## config.mk

```make
export PLATFORM = sky130hd
export DESIGN_NAME = sram_track_sequencer
export DESIGN_NICKNAME = d
export VERILOG_FILES = /design/src/rtl/sram_track_sequencer_pkg.sv /design/src/rtl/sram_track_sequencer_access.sv /design/src/rtl/sram_track_sequencer.sv
export SDC_FILE = /design/constraint.sdc
export NUM_CORES = 1
export LEC_CHECK = 0
export BUFFER_PORTS_ARGS = -buffer_cell sky130_fd_sc_hd__buf_2
export CAP_MARGIN = 10
export CORE_MARGIN = 2
export CORE_UTILIZATION = 45
export CTS_CLUSTER_SIZE = 25
export DETAILED_ROUTE_END_ITERATION = 10
export PLACE_DENSITY_LB_ADDON = 0.2
export SYNTH_ARGS = -nofsm -noshare
export SYNTH_HDL_FRONTEND = slang
export SYNTH_HIERARCHICAL = 1
export SYNTH_SLANG_ARGS = --single-unit
```

## constraint.sdc

```tcl
create_clock -name iCLK -period 5.25 [get_ports iCLK]
set_clock_uncertainty 0.2 [all_clocks]
set_input_delay 0.7875 -clock iCLK [delete_from_list [all_inputs] [get_ports iCLK]]
set_output_delay 0.7875 -clock iCLK [all_outputs]
set_load 0.01 [all_outputs]
```

## src/rtl/sram_track_sequencer_pkg.sv

```systemverilog
// Shared encodings and the sample-averaging helper for the two-track SRAM recorder.
package sram_track_sequencer_pkg;

  localparam int unsigned SAMPLE_W     = 16;
  localparam int unsigned TRACK_A_BASE = 0;

  typedef enum logic [1:0] {
    MODE_IDLE = 2'd0,
    MODE_REC  = 2'd1,
    MODE_PLAY = 2'd2,
    MODE_MIX  = 2'd3
  } mode_e;

  typedef enum logic [3:0] {
    StIdle,
    StRecWr,
    StPlayRdA,
    StPlayRdB,
    StPlayOut,
    StMixRdA,
    StMixRdB,
    StMixWr,
    StMixEnd
  } state_e;

  // One extra bit of headroom so the sum never overflows before the arithmetic halving.
  function automatic logic [SAMPLE_W-1:0] avg(input logic [SAMPLE_W-1:0] a,
                                              input logic [SAMPLE_W-1:0] b);
    logic signed [SAMPLE_W:0] sum;
    sum = $signed({a[SAMPLE_W-1], a}) + $signed({b[SAMPLE_W-1], b});
    return sum[SAMPLE_W:1];
  endfunction

endpackage

```

## src/rtl/sram_track_sequencer_access.sv

```systemverilog
// Access timer for the board SRAM: 2-cycle reads, 3-cycle setup/strobe/hold writes.
// All pin controls are registered so an async reset releases the bus immediately.
module sram_access_timer #(
  parameter int unsigned ADDR_W = 18,
  parameter int unsigned DATA_W = 16
) (
  input  logic              iCLK,
  input  logic              iRST_N,
  input  logic              iREQ,
  input  logic              iWR,
  input  logic [ADDR_W-1:0] iADDR,
  input  logic [DATA_W-1:0] iWDATA,
  output logic              oDONE,
  output logic [ADDR_W-1:0] oSRAM_ADDR,
  output logic [DATA_W-1:0] oSRAM_WDATA,
  output logic              oSRAM_DQ_OE,
  output logic              oSRAM_WE_N,
  output logic              oSRAM_OE_N
);

  logic              busy_q;
  logic              wr_q;
  logic [1:0]        cnt_q;
  logic [ADDR_W-1:0] addr_q;
  logic [DATA_W-1:0] wdata_q;
  logic              dq_oe_q;
  logic              we_n_q;
  logic              oe_n_q;

  // Done marks the last cycle of the access; a new request may start on the same edge.
  assign oDONE = busy_q & (cnt_q == (wr_q ? 2'd2 : 2'd1));

  always_ff @(posedge iCLK or negedge iRST_N) begin
    if (!iRST_N) begin
      busy_q  <= 1'b0;
      wr_q    <= 1'b0;
      cnt_q   <= 2'd0;
      addr_q  <= '0;
      wdata_q <= '0;
      dq_oe_q <= 1'b0;
      we_n_q  <= 1'b1;
      oe_n_q  <= 1'b1;
    end else if (iREQ) begin
      busy_q  <= 1'b1;
      wr_q    <= iWR;
      cnt_q   <= 2'd0;
      addr_q  <= iADDR;
      if (iWR) wdata_q <= iWDATA;
      dq_oe_q <= iWR;
      oe_n_q  <= iWR;
      we_n_q  <= 1'b1;
    end else if (busy_q) begin
      if (oDONE) begin
        busy_q  <= 1'b0;
        dq_oe_q <= 1'b0;
        oe_n_q  <= 1'b1;
        we_n_q  <= 1'b1;
      end else begin
        cnt_q  <= cnt_q + 2'd1;
        we_n_q <= !(wr_q && (cnt_q == 2'd0));
      end
    end
  end

  assign oSRAM_ADDR  = addr_q;
  assign oSRAM_WDATA = wdata_q;
  assign oSRAM_DQ_OE = dq_oe_q;
  assign oSRAM_WE_N  = we_n_q;
  assign oSRAM_OE_N  = oe_n_q;

endmodule

```

## src/rtl/sram_track_sequencer.sv

```systemverilog
// Sequences record, averaged playback and offline mix accesses to the single board SRAM,
// paced by the codec LR clock.
module sram_track_sequencer
  import sram_track_sequencer_pkg::*;
#(
  parameter int unsigned TRACK_LEN    = 128000,
  parameter int unsigned TRACK_B_BASE = 128000,
  parameter int unsigned ADDR_W       = 18,
  parameter int unsigned DATA_W       = 16
) (
  input  logic              iCLK,
  input  logic              iRST_N,
  input  logic              iLRCK,
  input  logic [1:0]        iMODE,
  input  logic              iTRACK_SEL,
  input  logic [DATA_W-1:0] iREC_DATA,
  output logic [DATA_W-1:0] oPLAY_DATA,
  output logic              oPLAY_VALID,
  output logic [ADDR_W-1:0] oSRAM_ADDR,
  output logic [DATA_W-1:0] oSRAM_WDATA,
  output logic              oSRAM_DQ_OE,
  output logic              oSRAM_WE_N,
  output logic              oSRAM_OE_N,
  input  logic [DATA_W-1:0] iSRAM_RDATA,
  output logic              oBUSY,
  output logic              oMIX_DONE
);

  localparam int unsigned IDX_W = (TRACK_LEN > 1) ? $clog2(TRACK_LEN) : 1;
  localparam logic [IDX_W-1:0] IDX_LAST = IDX_W'(TRACK_LEN - 1);

  state_e            state_q, state_d;
  logic [IDX_W-1:0]  idx_q, idx_d, idx_next;
  logic              tick_q, tick_d, tick_clr;
  logic              armed_q, armed_d;
  mode_e             mode, mode_last_q, mode_last_d;
  logic [DATA_W-1:0] a_q, a_d, b_q, b_d;
  logic [DATA_W-1:0] play_data_q, play_data_d;
  logic              play_valid_q, play_valid_d;
  logic [2:0]        lrck_sync_q;
  logic              lrck_rise;

  logic              req, req_wr, acc_done;
  logic [ADDR_W-1:0] req_addr, addr_a, addr_b, addr_a_next;
  logic [DATA_W-1:0] req_wdata;

  assign mode        = mode_e'(iMODE);
  // [0],[1] synchronise, [2] holds the previous synchronised level for edge detection.
  assign lrck_rise   = lrck_sync_q[1] & ~lrck_sync_q[2];
  assign idx_next    = (idx_q == IDX_LAST) ? '0 : idx_q + 1'b1;
  assign addr_a      = ADDR_W'(TRACK_A_BASE) + ADDR_W'(idx_q);
  assign addr_b      = ADDR_W'(TRACK_B_BASE) + ADDR_W'(idx_q);
  assign addr_a_next = ADDR_W'(TRACK_A_BASE) + ADDR_W'(idx_next);

  always_comb begin
    state_d      = state_q;
    idx_d        = idx_q;
    tick_clr     = 1'b0;
    armed_d      = armed_q | (mode != MODE_MIX);
    mode_last_d  = mode_last_q;
    a_d          = a_q;
    b_d          = b_q;
    play_data_d  = play_data_q;
    play_valid_d = 1'b0;
    req          = 1'b0;
    req_wr       = 1'b0;
    req_addr     = addr_a;
    req_wdata    = iREC_DATA;

    unique case (state_q)
      StIdle: begin
        mode_last_d = mode;
        if (mode != mode_last_q) begin
          idx_d    = '0;
          tick_clr = 1'b1;
        end else begin
          unique case (mode)
            MODE_REC: if (tick_q) begin
              req      = 1'b1;
              req_wr   = 1'b1;
              req_addr = iTRACK_SEL ? addr_b : addr_a;
              state_d  = StRecWr;
            end
            MODE_PLAY: if (tick_q) begin
              req     = 1'b1;
              state_d = StPlayRdA;
            end
            MODE_MIX: if (armed_q) begin
              idx_d    = '0;
              req      = 1'b1;
              req_addr = ADDR_W'(TRACK_A_BASE);
              state_d  = StMixRdA;
            end
            MODE_IDLE: ;
          endcase
        end
      end
      StRecWr: if (acc_done) begin
        tick_clr = 1'b1;
        idx_d    = idx_next;
        state_d  = StIdle;
      end
      StPlayRdA: if (acc_done) begin
        a_d      = iSRAM_RDATA;
        req      = 1'b1;
        req_addr = addr_b;
        state_d  = StPlayRdB;
      end
      StPlayRdB: if (acc_done) begin
        b_d     = iSRAM_RDATA;
        state_d = StPlayOut;
      end
      StPlayOut: begin
        play_data_d  = avg(a_q, b_q);
        play_valid_d = 1'b1;
        tick_clr     = 1'b1;
        idx_d        = idx_next;
        state_d      = StIdle;
      end
      StMixRdA: if (acc_done) begin
        a_d      = iSRAM_RDATA;
        req      = 1'b1;
        req_addr = addr_b;
        state_d  = StMixRdB;
      end
      StMixRdB: if (acc_done) begin
        req       = 1'b1;
        req_wr    = 1'b1;
        req_addr  = addr_a;
        req_wdata = avg(a_q, iSRAM_RDATA);
        state_d   = StMixWr;
      end
      StMixWr: if (acc_done) begin
        if (idx_q == IDX_LAST) begin
          state_d = StMixEnd;
        end else begin
          idx_d    = idx_next;
          req      = 1'b1;
          req_addr = addr_a_next;
          state_d  = StMixRdA;
        end
      end
      StMixEnd: begin
        armed_d  = 1'b0;
        idx_d    = '0;
        tick_clr = 1'b1;
        state_d  = StIdle;
      end
      default: state_d = StIdle;
    endcase

    // A tick arriving while one is still pending is dropped, including on its clear cycle.
    tick_d = tick_clr ? 1'b0 : tick_q;
    if (lrck_rise && !tick_q) tick_d = 1'b1;
  end

  always_ff @(posedge iCLK or negedge iRST_N) begin
    if (!iRST_N) begin
      state_q      <= StIdle;
      idx_q        <= '0;
      tick_q       <= 1'b0;
      armed_q      <= 1'b1;
      mode_last_q  <= MODE_IDLE;
      a_q          <= '0;
      b_q          <= '0;
      play_data_q  <= '0;
      play_valid_q <= 1'b0;
      lrck_sync_q  <= '0;
    end else begin
      state_q      <= state_d;
      idx_q        <= idx_d;
      tick_q       <= tick_d;
      armed_q      <= armed_d;
      mode_last_q  <= mode_last_d;
      a_q          <= a_d;
      b_q          <= b_d;
      play_data_q  <= play_data_d;
      play_valid_q <= play_valid_d;
      lrck_sync_q  <= {lrck_sync_q[1:0], iLRCK};
    end
  end

  sram_access_timer #(
    .ADDR_W (ADDR_W),
    .DATA_W (DATA_W)
  ) u_access (
    .iCLK        (iCLK),
    .iRST_N      (iRST_N),
    .iREQ        (req),
    .iWR         (req_wr),
    .iADDR       (req_addr),
    .iWDATA      (req_wdata),
    .oDONE       (acc_done),
    .oSRAM_ADDR  (oSRAM_ADDR),
    .oSRAM_WDATA (oSRAM_WDATA),
    .oSRAM_DQ_OE (oSRAM_DQ_OE),
    .oSRAM_WE_N  (oSRAM_WE_N),
    .oSRAM_OE_N  (oSRAM_OE_N)
  );

  assign oPLAY_DATA  = play_data_q;
  assign oPLAY_VALID = play_valid_q;
  assign oBUSY       = (state_q != StIdle);
  assign oMIX_DONE   = (state_q == StMixEnd);

endmodule

```

After elaboration in Yosys (flattened, before gate mapping):

Cells that the tools add are included.

* flip-flop bits (word level): 118
* latch bits: 0
* RAM bits: 0
* bits in read-only memories: 0
* output and inout bits: 56
* memories kept: 0

* add/subtract/negate cells: 5
* multipliers: 0
* divide/modulo/power cells: 0
* order comparisons: 0
* equality and inequality tests: 30
* shift-type cells: 0
* mux-type cells: 65
* bitwise operators: 4
* reductions and logical operators: 22

Operators with widths (count)
* $mux W17: 10
* $pmux W17 S5: 1
* $mux W18: 4
* $pmux W18 S3: 1
* $mux W4: 11
* $pmux W18 S2: 1
* $add A16 B16 Y17: 2
* $mux W16: 2
* $pmux W4 S7: 1
* $mux W1: 25
* $ne A2 B2 Y1 const B: 10
* $add A17 B17 Y18 const A: 1
* $add A17 B1 Y17 const B: 1
* $eq A17 B17 Y1 const B: 1
* $eq A4 B3 Y1 const B: 4
* $ne A3 B3 Y1 const B: 4
* $pmux W4 S3: 1
* $reduce_and A11 Y1: 1
* $reduce_and A2 Y1: 5
* $eq A4 B2 Y1 const B: 2
* $mux W2: 4
* $pmux W1 S3: 2
* $reduce_and A6 Y1: 1
* $reduce_bool A2 Y1: 3
* other kinds (21): 28

Longest topological paths before layout:

Gate-level depths: netlist of run 1.

* depth after elaboration: 7
* mapped depth: 14
* mapped depth without buffers: 10

Hierarchy:

Netlist of run 1, hierarchy kept.

Modules (own cells, without submodules)
* sram_track_sequencer: instances 1, cells an instance 668, area an instance 5811.8 µm², seq. area each 1928.1 µm²
* sram_access_timer: instances 1, cells an instance 109, area an instance 1699.1 µm², seq. area each 1028.5 µm²

Least setup slack after synthesis of run 1:

Ideal clock, no wire load.

* path kind: input -> register
* start: in iSRAM_RDATA[0]
* end: reg u_access.wdata_q[13] (netlist: u_access/oSRAM_WDATA[13])
* setup time: 0.125 ns
* arrival time: 2.791 ns
* data required time: 4.925 ns
* slack: 2.134 ns
* stages on the path: 9
* cell sequence: and2_1 fa_1 a21o_1 a311oi_1 nor2_1 a221o_1 mux2i_1 o21ai_0 mux2_2

* word-level cells in the longest chain between the ends: 3

RTL lines
* start: declaration: RTL line sram_track_sequencer.sv:24 `input logic [DATA_W-1:0] iSRAM_RDATA,`
* $add A16 B16 Y17: RTL line sram_track_sequencer_pkg.sv:30 `sum = $signed({a[SAMPLE_W-1], a}) + $signed({b[SAMPLE_W-1], b});`
* $mux W16: RTL line sram_track_sequencer.sv:126 `StMixRdB: if (acc_done) begin`
* $mux W16: RTL line sram_track_sequencer.sv:70 `unique case (state_q)`
* via req_wdata[13]: RTL line sram_track_sequencer.sv:45 `logic [DATA_W-1:0] req_wdata;`
* end signal: assignment: RTL line sram_track_sequencer_access.sv:48 `if (iWR) wdata_q <= iWDATA;`
* end: declaration: RTL line sram_track_sequencer_access.sv:25 `logic [DATA_W-1:0] wdata_q;`

The timed path passes the listed nets, and every way through them passes these cells.
A chain may end at the register's enable or synchronous reset.

Worst setup path after layout of run 1:

* start: reg u_access.busy_q
* end: reg u_access.wdata_q[15] (netlist: u_access/oSRAM_WDATA[15])

* word-level cells in the longest chain between the ends: 4

RTL lines
* start: declaration: RTL line sram_track_sequencer_access.sv:21 `logic busy_q;`
* start signal: assignment: RTL line sram_track_sequencer_access.sv:35 `busy_q <= 1'b0;`
* start signal: assignment: RTL line sram_track_sequencer_access.sv:44 `busy_q <= 1'b1;`
* start signal: assignment: RTL line sram_track_sequencer_access.sv:54 `busy_q <= 1'b0;`
* $and A1 B1 Y1: RTL line sram_track_sequencer_access.sv:31 `assign oDONE = busy_q & (cnt_q == (wr_q ? 2'd2 : 2'd1));`
* via acc_done: RTL line sram_track_sequencer.sv:43 `logic req, req_wr, acc_done;`
* $mux W1: RTL line sram_track_sequencer.sv:126
* $pmux W1 S2: RTL line sram_track_sequencer.sv:70
* via req_wr: RTL line sram_track_sequencer.sv:43
* $reduce_and A2 Y1 (no source line)

The timed path passes the listed nets, and every way through them passes these cells.

==> run metrics, run 1 <==
post-synth top area share=38.3%; CP endpoint=u_access/oSRAM_WDATA[15]; Total Nets Final=approximately 930; Post-Route WL=17900 µm; Die Y=roughly 130 µm; count of cell types in the netlist=roughly 80; Yosys warning count=6; CP cell instances=nand2_1, o31ai_4, nand2b_1, or3_1, o21ai_0, nand2_4, mux2_4; most common cell after layout, fill and taps aside=dfrtp_1; Core Area=16500 µm²; maximum vdd drop=approximately 290 µV; die extent in x=133 µm; DRT Pass-1 Iters=5; clock sink count=between 100 and 150; DR WL/cell=approximately 17 µm; HPWL after detailed placement=~13000 µm; reg-to-reg endpoint=u_access/oSRAM_WDATA[15]; share of layout cells above drive strength 1=25.7%; startpoint types=flop; PD cells=approximately 580 nW/µm²; setup violators final=0; Critical path origin=u_access/busy_q; Max Slew Vio Count=0; crit-path max FO=31; Mapped Nets=857; Worst Setup End Kind=flop; Fin Setup TNS=0 ps; GP Congestion=approximately 0.9; Critical Path Stages=7; Mapped Cells=roughly 780; Final Power=just under 5 mW; most frequent cells in the layout=115 x dfrtp_1, 92 x buf_2, 79 x nand2_1, 79 x o21ai_0, 58 x mux2_2; worst hold path type=input port to async pin; Fillers=roughly 1.6k; # diodes=0; initial antenna violation count=0; Placement Setup Slack=roughly 1700 ps; synth top area cells=dfrtp_1 38%, mux2_2 8.7%, ha_1 6.7%; CTS tree=yes; synthesized area per cell=roughly 9.7 µm²; global route overflow=0; IO Pins=between 90 and 100; Slew @ Worst Pin=~970 ps; TritonCTS Buffers=17; outcome=completed; Antenna Nets Post-Route=0; largest net degree at the start of global routing=62; kind of critical path=flop to flop; FF-to-FF setup slack=~1700 ps; #FFs+latches synth=118; initial core utilization=a little under half; vias in the first global route=roughly 5.5k; WP buf/inv=0; cell family with most CP delay=simple AND/OR/NAND/NOR gates; hold_buf cts=0; H-tree depth=4; worst reg-to-reg path cell count=7; area of the die=17700 µm²; Reg2Reg Launch Point=u_access/busy_q; slowest stage delay, CP=800 ps; worst setup margin=1720 ps; FFs w/ async S/R, synth=100%; Slew headroom=between 30% and 40%; CP Data Required Time=approximately 5400 ps; max-cap violations=0; PortBufs=93; via count=between 6k and 7k; Post-Syn Area=approximately 7500 µm²; Top FF cell, synth=dfrtp_1; Clock Latency Late Sink=420 ps; first-pass GRT wire length=just under 30000 µm; largest area contributor in the netlist=dfrtp_1; Worst-path clk slew=around 50 ps; post-cts resize count=0; RSZ-0062 raised after global routing=no; Post-synth EDFFs=0; Seq/Total Area, Yosys=between 30% and 40%; leakage power=between 3 and 4 nW; f_max=between 200 and 300 MHz; Clock Tree Buf Depth=2; root buf cell=clkbuf_16; crit share post-route=about two thirds; DRC Markers=0; Starting DRT DRC Count=505; clock period minus worst slack=around 3500 ps; Crit-path slowest cell=or3_1; Critical Path AT=roughly 3600 ps; Avg Vias per Cell=5.66; gr usage total=about a fifth; Hold Vio Cnt, Final=0; area grow syn2layout=14.5%; row count=47; postcts setup bufs=0
-- metal layers --
metal  up-vias  GRT usage, %  share of wire (%)
li1       3005             -                  -
met1      2962          31.2                 51
met2       154          29.6                 43
met3        18          4.22                4.5
met4         0          6.03                1.2
met5         -             0                  0
-- worst register-to-register path: stages (launching register included) --
cell and delay (ps):
dfrtp_1 530, nand2_1 160, o31ai_4 460, nand2b_1 250
or3_1 800, o21ai_0 370, nand2_4 280, mux2_4 370
-- where the power goes --
| group | switching (mW) | internal [mW] |
|---|---|---|
| Combinational | 1.39 | 1.07 |
| Clock | 0.400 | 0.656 |
| Sequential | 0.256 | 1.19 |
-- worst min path at each step --
stage | depth (start not counted) | start | endpoint | slack (ps)
6_report | 1 | iRST_N | u_access/oSRAM_ADDR[6] | 20
3_3_place_gp | 0 | lrck_sync_q[0] | lrck_sync_q[1] | 130
2_1_floorplan | 0 | lrck_sync_q[0] | lrck_sync_q[1] | 130
4_1_cts | 1 | iRST_N | u_access/oSRAM_ADDR[9] | 20
3_5_place_dp | 0 | lrck_sync_q[0] | lrck_sync_q[1] | 140
5_1_grt | 1 | iRST_N | u_access/oSRAM_ADDR[6] | 20
-- state kept, by name (all words and copies together), names as in the netlist, 3 cells and up --
name                  cells
u_access/oSRAM_ADDR      18
idx_q                    17
a_q                      16
b_q                      16
oPLAY_DATA               16
u_access/oSRAM_WDATA     16
state_q                   4
lrck_sync_q               3
-- area by class of cell --
type	count	area [µm²]	area share (%)
repair buffers	98	505	5.88
clock inverters	5	50.0	0.582
flip-flops and latches	118	2960	34.4
inverters	26	97.6	1.13
well taps	220	275	3.20
multi-input cells	592	4250	49.4
clock buffers	26	469	5.46
-- cells by family (layout without fill, tap and decap cells) --
logic type	after synthesis	count (layout)	share of synthesized area, %
adder cells (fa/ha/maj)	43	43	7.33
multiplexers	68	68	10.6
AND/OR/NAND/NOR	216	216	14.4
XOR/XNOR	29	29	3.38
flip-flops	118	118	39.4
buffers and inverters	67	155	4.28
AO/OA/AOI/OAI	236	236	20.7
-- Yosys cell counts, types with 3 or more instances --
library cell	n
and3_1	15
or2_2	3
buf_6	5
inv_1	25
nand3_1	21
dfstp_2	3
ha_1	40
o211ai_1	3
a211oi_1	4
o31ai_2	7
nor2_1	42
a22oi_1	3
clkbuf_1	16
a211o_1	5
mux2_2	58
nor2b_1	6
o22ai_1	6
a21oi_1	39
o21a_1	4
a31oi_1	20
a21boi_0	3
mux2_4	8
o31ai_1	9
buf_4	4
or3_1	4
xor2_1	12
a21o_1	13
buf_2	14
nor3_1	8
a311oi_1	4
nand4_1	8
nand2b_1	7
and2_1	5
xnor2_1	17
nand2_1	79
o21ai_0	79
dfrtp_1	115
o31a_1	3
o21ai_1	5
-- per-stage QoR --
| step | cell area, µm² | util [%] | hold WS (ps) | cells |
|---|---|---|---|---|
| after global placement | 8080 | 49.1 | 131 | 1054 |
| after floorplan | 7510 | - | 131 | 777 |
| after CTS | 8600 | 52.2 | 15.1 | 1085 |
| after detailed placement | 8080 | 49.1 | 136 | 1054 |
| after global routing | 8600 | 52.2 | 18.8 | 1085 |
| final | 8600 | 52.2 | 16.3 | 1085 |
Note: power is estimated with default switching activity, not from simulation.
==> run 2: changes to the inputs <==
- ABC_AREA: default -> 1
- clock period: 5.25 -> 3.6 ns (I/O delays scaled with it)
==> run 2 against run 1 <==
  * First-iteration DRC count decreased by 0.99%
  * Via count is 19% higher
  * Clock-buffer cell count down 8
  * Routed wire length rose by 13%
  * Sequential cell count is the same
  * Setup slack got worse by 1100 ps
  * Sequential share of layout area fell by 2.7 points
  * Global-route usage up 1.9 points
  * Register-to-register slack worse by 1100 ps
  * Synthesized area is 7.3% higher
  * Sequential power is 3% lower
  * Combinational power shrank 84%
  * Largest cell class unchanged
==> run metrics, run 2 <==
area grow syn2layout=15.9% (was 14.5%); die extent in x=138 µm (was 133 µm); CP cell instances=inv_1, nand2_1, nand2_1, nand3_1, inv_1, inv_1, nor2_4, nand2_8, o211ai_1, nand2_2, mux2_4 (was nand2_1, o31ai_4, nand2b_1, or3_1, o21ai_0, nand2_4, mux2_4); leakage power=4.84 nW (was 3.97 nW); #FFs+latches synth=118 (unchanged); reg-to-reg endpoint=u_access/oSRAM_WDATA[4] (was u_access/oSRAM_WDATA[15]); most frequent cells in the layout=379 x nand2_1, 115 x dfrtp_1, 103 x inv_1 (was 115 x dfrtp_1, 92 x buf_2, 79 x nand2_1, 79 x o21ai_0, 58 x mux2_2); Post-synth EDFFs=0 (unchanged); Clock Tree Buf Depth=2 (unchanged); Reg2Reg Launch Point=u_access/cnt_q[0] (was u_access/busy_q); share of layout cells above drive strength 1=18.1% (was 25.7%); DR WL/cell=14.1 µm (was 16.5 µm); main combinational cell family by area after synthesis=simple AND/OR/NAND/NOR gates (was compound AO/OA/AOI/OAI gates); PortBufs=93 (unchanged); Antenna Nets Post-Route=0 (unchanged); vias in the first global route=6917 (was 5511); worst reg-to-reg path cell count=11 (was 7); Starting DRT DRC Count=500 (was 505); DRT Pass-1 Iters=5 (unchanged); Critical path origin=u_access/cnt_q[0] (was u_access/busy_q); global route overflow=0 (unchanged); area of the die=19000 µm² (was 17700 µm²); root buf cell=clkbuf_16 (unchanged); HPWL after detailed placement=15400 µm (was 12700 µm); Final Power=3.56 mW (was 4.97 mW); Critical Path AT=3100 ps (was 3630 ps); Critical Path Stages=11 (was 7); postcts setup bufs=0 (unchanged); initial core utilization=46.3% (was 45.6%); PD cells=381 nW/µm² (was 578 nW/µm²); Core Area=17400 µm² (was 16500 µm²); FFs w/ async S/R, synth=100% (unchanged); TritonCTS Buffers=17 (unchanged); Clock Latency Late Sink=430 ps (was 420 ps); Max Slew Vio Count=0 (unchanged); GP Congestion=0.891 (was 0.878); Slew headroom=43.4% (was 35.2%); Synth Area in Compound Gates=11.3% (was 20.7%); cell family with most CP delay=simple AND/OR/NAND/NOR gates (unchanged); Post-synth top cells=379 x nand2_1, 115 x dfrtp_1, 103 x inv_1 (was 115 x dfrtp_1, 79 x nand2_1, 79 x o21ai_0); largest area contributor in the netlist=dfrtp_1 (unchanged); worst setup margin=614 ps (was 1720 ps); f_max=335 MHz (was 283 MHz); CTS tree=yes (unchanged); Crit-path slowest cell=nand2_2 (was or3_1); post-synth top area share=35.7% (was 38.3%); adder-cell share of the synthesized area=6.71% (was 7.33%); crit share post-route=83.0% (was 67.2%); maximum vdd drop=382 µV (was 288 µV); largest net degree at the start of global routing=48 (was 62); synthesized area per cell=7.30 µm² (was 9.67 µm²); count of cell types in the netlist=49 (was 82); row count=48 (was 47); Fin Setup TNS=0 ps (unchanged); worst hold path type=input port to flop (was input port to async pin); WP buf/inv=3 (was 0); Post-Route WL=20300 µm (was 17900 µm); # diodes=0 (unchanged); via count=7315 (was 6139); post-synthesis mux area share=2.81% (was 10.6%); Worst-path clk slew=60 ps (was 50 ps); synth top area cells=dfrtp_1 36%, nand2_1 18%, ha_1 6.2% (was dfrtp_1 38%, mux2_2 8.7%, ha_1 6.7%); setup violators final=0 (unchanged); XOR/XNOR share of the synthesized area=2.07% (was 3.38%); max-cap violations=0 (unchanged); Top FF cell, synth=dfrtp_1 (unchanged); Hold Vio Cnt, Final=0 (unchanged); Cell Area, Placed=8730 µm² (was 8080 µm²); outcome=completed (unchanged); max reg flops=18 (unchanged); post-route cell area=9340 µm² (was 8600 µm²); Die Y=138 µm (was 133 µm); initial antenna violation count=0 (unchanged); CP endpoint=u_access/oSRAM_WDATA[4] (was u_access/oSRAM_WDATA[15]); clock sink count=118 (unchanged); slowest stage delay, CP=430 ps (was 800 ps); Mapped Cells=1104 (was 777); crit-path max FO=19 (was 31); RSZ-0062 raised after global routing=no (unchanged); first-pass GRT wire length=33300 µm (was 29200 µm); Synth Area in Simple Gates=33.1% (was 14.4%); count leader, synth=nand2_1 (was dfrtp_1); Hold Slack=16.4 ps (was 16.3 ps); kind of critical path=flop to flop (unchanged); Post-Syn Area=8060 µm² (was 7510 µm²); Placement Setup Slack=657 ps (was 1740 ps); Slew @ Worst Pin=847 ps (was 972 ps); Worst Setup End Kind=flop (unchanged); Yosys warning count=6 (unchanged); Avg Vias per Cell=5.09 (was 5.66); DRC Markers=0 (unchanged); IO Pins=94 (unchanged); clock period minus worst slack=2990 ps (was 3530 ps); Crit path top cell by count=inv_1; Mapped Nets=1184 (was 857); H-tree depth=4 (unchanged); FF-to-FF setup slack=610 ps (was 1720 ps); CP Data Required Time=3710 ps (was 5350 ps); Seq/Total Area, Yosys=36.7% (was 39.4%); startpoint types=flop (unchanged); most common cell after layout, fill and taps aside=nand2_1 (was dfrtp_1); Total Nets Final=1278 (was 933); gr usage total=22.4% (was 20.6%)
## run 2: changes by cell type after synthesis, moves of 15 or more
cell	previous run	this run
a31oi_1	20	1
o21ai_1	5	28
nor2_1	42	66
and3_1	15	0
nand2_1	79	379
mux2_2	58	9
nand3_1	21	83
o21ai_0	79	56
inv_1	25	103
## run 2: per-stage QoR
step / cells / util, %
2_1_floorplan: 1104 / -
3_3_place_gp: 1403 / 50.1
3_5_place_dp: 1403 / 50.1
4_1_cts: 1436 / 53.6
5_1_grt: 1436 / 53.6
6_report: 1436 / 53.6
## run 2: layer usage
layer | share of wire, % | vias to the layer above | GRT usage [%]
met2 | 51 | 145 | 39.3
met3 | 3.5 | 35 | 3.72
met5 | 0 | - | 0
li1 | - | 3772 | -
met4 | 1.9 | 0 | 8.45
met1 | 44 | 3363 | 27.7
## run 2: power breakdown
part	leakage, nW	switching [mW]	internal (mW)
sequential	1.42	0.0304	1.37
combinational	3.14	0.233	0.171
clock	0.287	0.698	1.06
total	4.84	0.962	2.60
## run 2: layout make-up
| cell class | instances | area, µm² |
|---|---|---|
| sequential | 118 | 2960 |
| inverter | 114 | 430 |
| multi-input combinational | 842 | 4510 |
| clock inverter | 14 | 164 |
| tap | 225 | 282 |
| fill | 1739 | 8070 |
| clock buffer | 18 | 439 |
| timing repair buffer | 105 | 561 |
## run 2: how the worst min path moves through the flow
stage,start,to,depth (start not counted)
floorplan,iRST_N,a_q[0],0
global placement,lrck_sync_q[0],lrck_sync_q[1],0
detailed placement,lrck_sync_q[0],lrck_sync_q[1],0
CTS,iLRCK,lrck_sync_q[0],1
global route,iLRCK,lrck_sync_q[0],1
finish,iLRCK,lrck_sync_q[0],1
## run 2: timing repair
item                                   4_1_cts  5_1_grt
hold buffers                                 1        0
endpoints found under the hold margin       43        0
gates resized for setup                      0        0
## run 2: logic make-up after synthesis
| logic type | count (synthesis) |
|---|---|
| compound gates | 161 |
| xor+xnor | 19 |
| fa+ha+maj | 42 |
| buf+inv | 144 |
| flops | 118 |
| mux | 18 |
| simple gates | 602 |
## run 2: worst reg2reg max path, cell delays in order, from the launching register on
cell and delay (ps):
dfrtp_1 390, inv_1 100, nand2_1 60, nand2_1 70, nand3_1 150, inv_1 300, inv_1 240, nor2_4 240
nand2_8 90, o211ai_1 190, nand2_2 430, mux2_4 430
==> run 3: changes to the inputs <==
- ABC_AREA: 1 -> 0
- clock period: 3.6 -> 2.8 ns (I/O delays scaled with it)
==> run 3 against run 2 <==
  * Critical path depth is 2 lower
  * Clock-buffer cell count unchanged
  * Clock power increased by 27%
  * First-iteration DRC count increased by 11%
  * Sequential power grew 89%
  * Setup slack got worse by 570 ps
  * Worst hold slack gained 56 ps
  * Design area down 1.2%
  * Combinational power rose to 13 times the previous value
  * Fmax up 8.5%
  * Global-route usage decreased by 1.3 points
  * Non-clock buffer count up 54
  * Highest routed layer unchanged
==> run metrics, run 3 (synthesized netlist as in run 1, its figures left out) <==
outcome=completed (unchanged); die extent in x=133 µm (was 138 µm); area of the die=17700 µm² (was 19000 µm²); RSZ-0062 raised after global routing=yes (was no); Post-Route WL=18200 µm (was 20300 µm); critical hold path startpoint=iSRAM_RDATA[3] (was iLRCK); gr usage total=21.1% (was 22.4%); Slew @ Worst Pin=575 ps (was 847 ps); CTS tree=yes (unchanged); worst reg-to-reg path cell count=9 (was 11); PD cells=1080 nW/µm² (was 381 nW/µm²); setup violators final=0 (unchanged); reg-to-reg endpoint=u_access/oSRAM_WDATA[13] (was u_access/oSRAM_WDATA[4]); Die Y=133 µm (was 138 µm); Hold Slack=72.4 ps (was 16.4 ps); TritonCTS Buffers=17 (unchanged); kind of critical path=flop to flop (unchanged); slowest stage delay, CP=420 ps (was 430 ps); Core Area=16500 µm² (was 17400 µm²); Critical Path AT=2850 ps (was 3100 ps); leakage power=4.32 nW (was 4.84 nW); WP buf/inv=0 (was 3); initial antenna violation count=0 (unchanged); sequential share of power=26.4% (was 39.4%); row count=47 (was 48); Hold Vio Cnt, Final=0 (unchanged); DRT Pass-1 Iters=5 (unchanged); Clock Tree Buf Depth=2 (unchanged); Net Sw Frac=40.2% (was 27.0%); global route overflow=0 (unchanged); Clock Power Share=22.2% (was 49.3%); Sw Pwr=4.02 mW (was 0.962 mW); crit-path max FO=3 (was 19); crit share post-route=98.3% (was 83.0%); area grow syn2layout=22.9% (was 15.9%); worst hold path type=input port to flop (unchanged); Reg2Reg Launch Point=a_q[0] (was u_access/cnt_q[0]); first-pass GRT wire length=30200 µm (was 33300 µm); worst setup margin=48.7 ps (was 614 ps); Util after Layout=56.1% (was 53.6%); Hold EP=a_q[3] (was lrck_sync_q[0]); initial core utilization=45.6% (was 46.3%); f_max=363 MHz (was 335 MHz); DR WL/cell=15.9 µm (was 14.1 µm); H-tree depth=4 (unchanged); Placement Setup Slack=-335 ps (was 657 ps); Worst Setup End Kind=flop (unchanged); cell family with most CP delay=compound AO/OA/AOI/OAI gates (was simple AND/OR/NAND/NOR gates); FF-to-FF setup slack=50 ps (was 610 ps); largest net degree at the start of global routing=40 (was 48); max-cap violations=0 (unchanged); IO Pins=94 (unchanged); most common cell after layout, fill and taps aside=dfrtp_1 (was nand2_1); via count=6267 (was 7315); HPWL after detailed placement=13400 µm (was 15400 µm); Final Power=10.0 mW (was 3.56 mW); Starting DRT DRC Count=557 (was 500); Crit-path slowest cell=a221o_1 (was nand2_2); Max Slew Vio Count=0 (unchanged); Slew headroom=61.3% (was 43.4%); maximum vdd drop=505 µV (was 382 µV); Critical Path Stages=9 (was 11); internal power=5.98 mW (was 2.60 mW); vias in the first global route=5909 (was 6917); CP Data Required Time=2900 ps (was 3710 ps); Total Nets Final=994 (was 1278); CP cell instances=and2_4, fa_2, a21o_1, a311oi_2, nor2_2, a221o_1, mux2i_1, o21ai_1, mux2_2 (was inv_1, nand2_1, nand2_1, nand3_1, inv_1, inv_1, nor2_4, nand2_8, o211ai_1, nand2_2, mux2_4); PortBufs=93 (unchanged); root buf cell=clkbuf_16 (unchanged); GP Congestion=0.870 (was 0.891); clock period minus worst slack=2750 ps (was 2990 ps); worst hold path depth=2 (was 1); Gate power share=51.4% (was 11.3%); Worst-path clk slew=60 ps (about the same); # diodes=0 (unchanged); Clock Latency Late Sink=420 ps (was 430 ps); clock sink count=118 (unchanged); Avg Vias per Cell=5.47 (was 5.09); max reg flops=18 (unchanged); share of layout cells above drive strength 1=32.2% (was 18.1%); DRC Markers=0 (unchanged); Antenna Nets Post-Route=0 (unchanged); most frequent cells in the layout=115 x dfrtp_1, 92 x buf_2, 78 x nand2_1 (was 379 x nand2_1, 115 x dfrtp_1, 103 x inv_1); startpoint types=flop (unchanged)
## run 3: cell types whose count changed in the layout (fill, tap and decap cells not counted), sizes merged, moves of 12 or more
cell,delta
buf,+53
nor2,-35
a31oi,+19
o21ai,-13
nand2,-310
and3,+17
nand3,-66
or2,-12
o31ai,+16
inv,-94
mux2,+50
a21o,+13
## run 3: layout make-up
cell class              count  area, µm²
clock buffers              18        439
multi-input cells         592       4300
fillers                  1520       7230
flip-flops and latches    118       2960
inverters                  26       97.6
clock inverters            13        158
repair buffers            159       1010
well taps                 220        275
## run 3: worst max-delay path by stage
stage,from,end,slack [ps]
floorplan,u_access/busy_q,u_access/oSRAM_WDATA[0],20
global route,a_q[0],u_access/oSRAM_WDATA[13],-50
finish,a_q[0],u_access/oSRAM_WDATA[13],50
CTS,a_q[0],u_access/oSRAM_WDATA[13],60
global placement,iSRAM_RDATA[0],u_access/oSRAM_WDATA[13],-280
detailed placement,iSRAM_RDATA[0],u_access/oSRAM_WDATA[13],-340
## run 3: routing by layer
layer	routed length (µm)	GRT usage (%)
met2	7670	29.9
met5	0	0
met3	967	4.00
met1	9290	32.3
met4	289	6.91
## run 3: power groups by stage
stage	Combinational, mW	Sequential [mW]	Clock (mW)
2_1_floorplan	3.59	2.65	0
3_3_place_gp	4.95	2.65	0
3_5_place_dp	4.99	2.66	0
4_1_cts	5.05	2.64	2.26
5_1_grt	5.76	2.71	2.34
6_report	5.14	2.64	2.22
## run 3: worst register-to-register path: cells and delay by family, from the launching register on
family | cells | cell delay (ps)
DFF | 1 | 380
muxes | 2 | 410
AOI/OAI and AO/OA | 4 | 1060
and+or+nand+nor | 2 | 230
adders and majority gates | 1 | 350
## run 3: timing repair
action,4_1_cts,5_1_grt
endpoints found under the setup margin,2,2
endpoints found under the hold margin,31,0
hold buffers,2,0
setup buffers,0,6
pin swaps,2,4
resized for setup,2,5
## run 3: stage by stage
| stage | instance area, µm² | setup TNS (ps) | cells |
|---|---|---|---|
| detailed placement | 8550 | -1040 | 1107 |
| floorplan | 7570 | 0 | 777 |
| global placement | 8550 | -811 | 1107 |
| global route | 9230 | -124 | 1146 |
| finish | 9230 | 0 | 1146 |
| CTS | 9180 | 0 | 1140 |
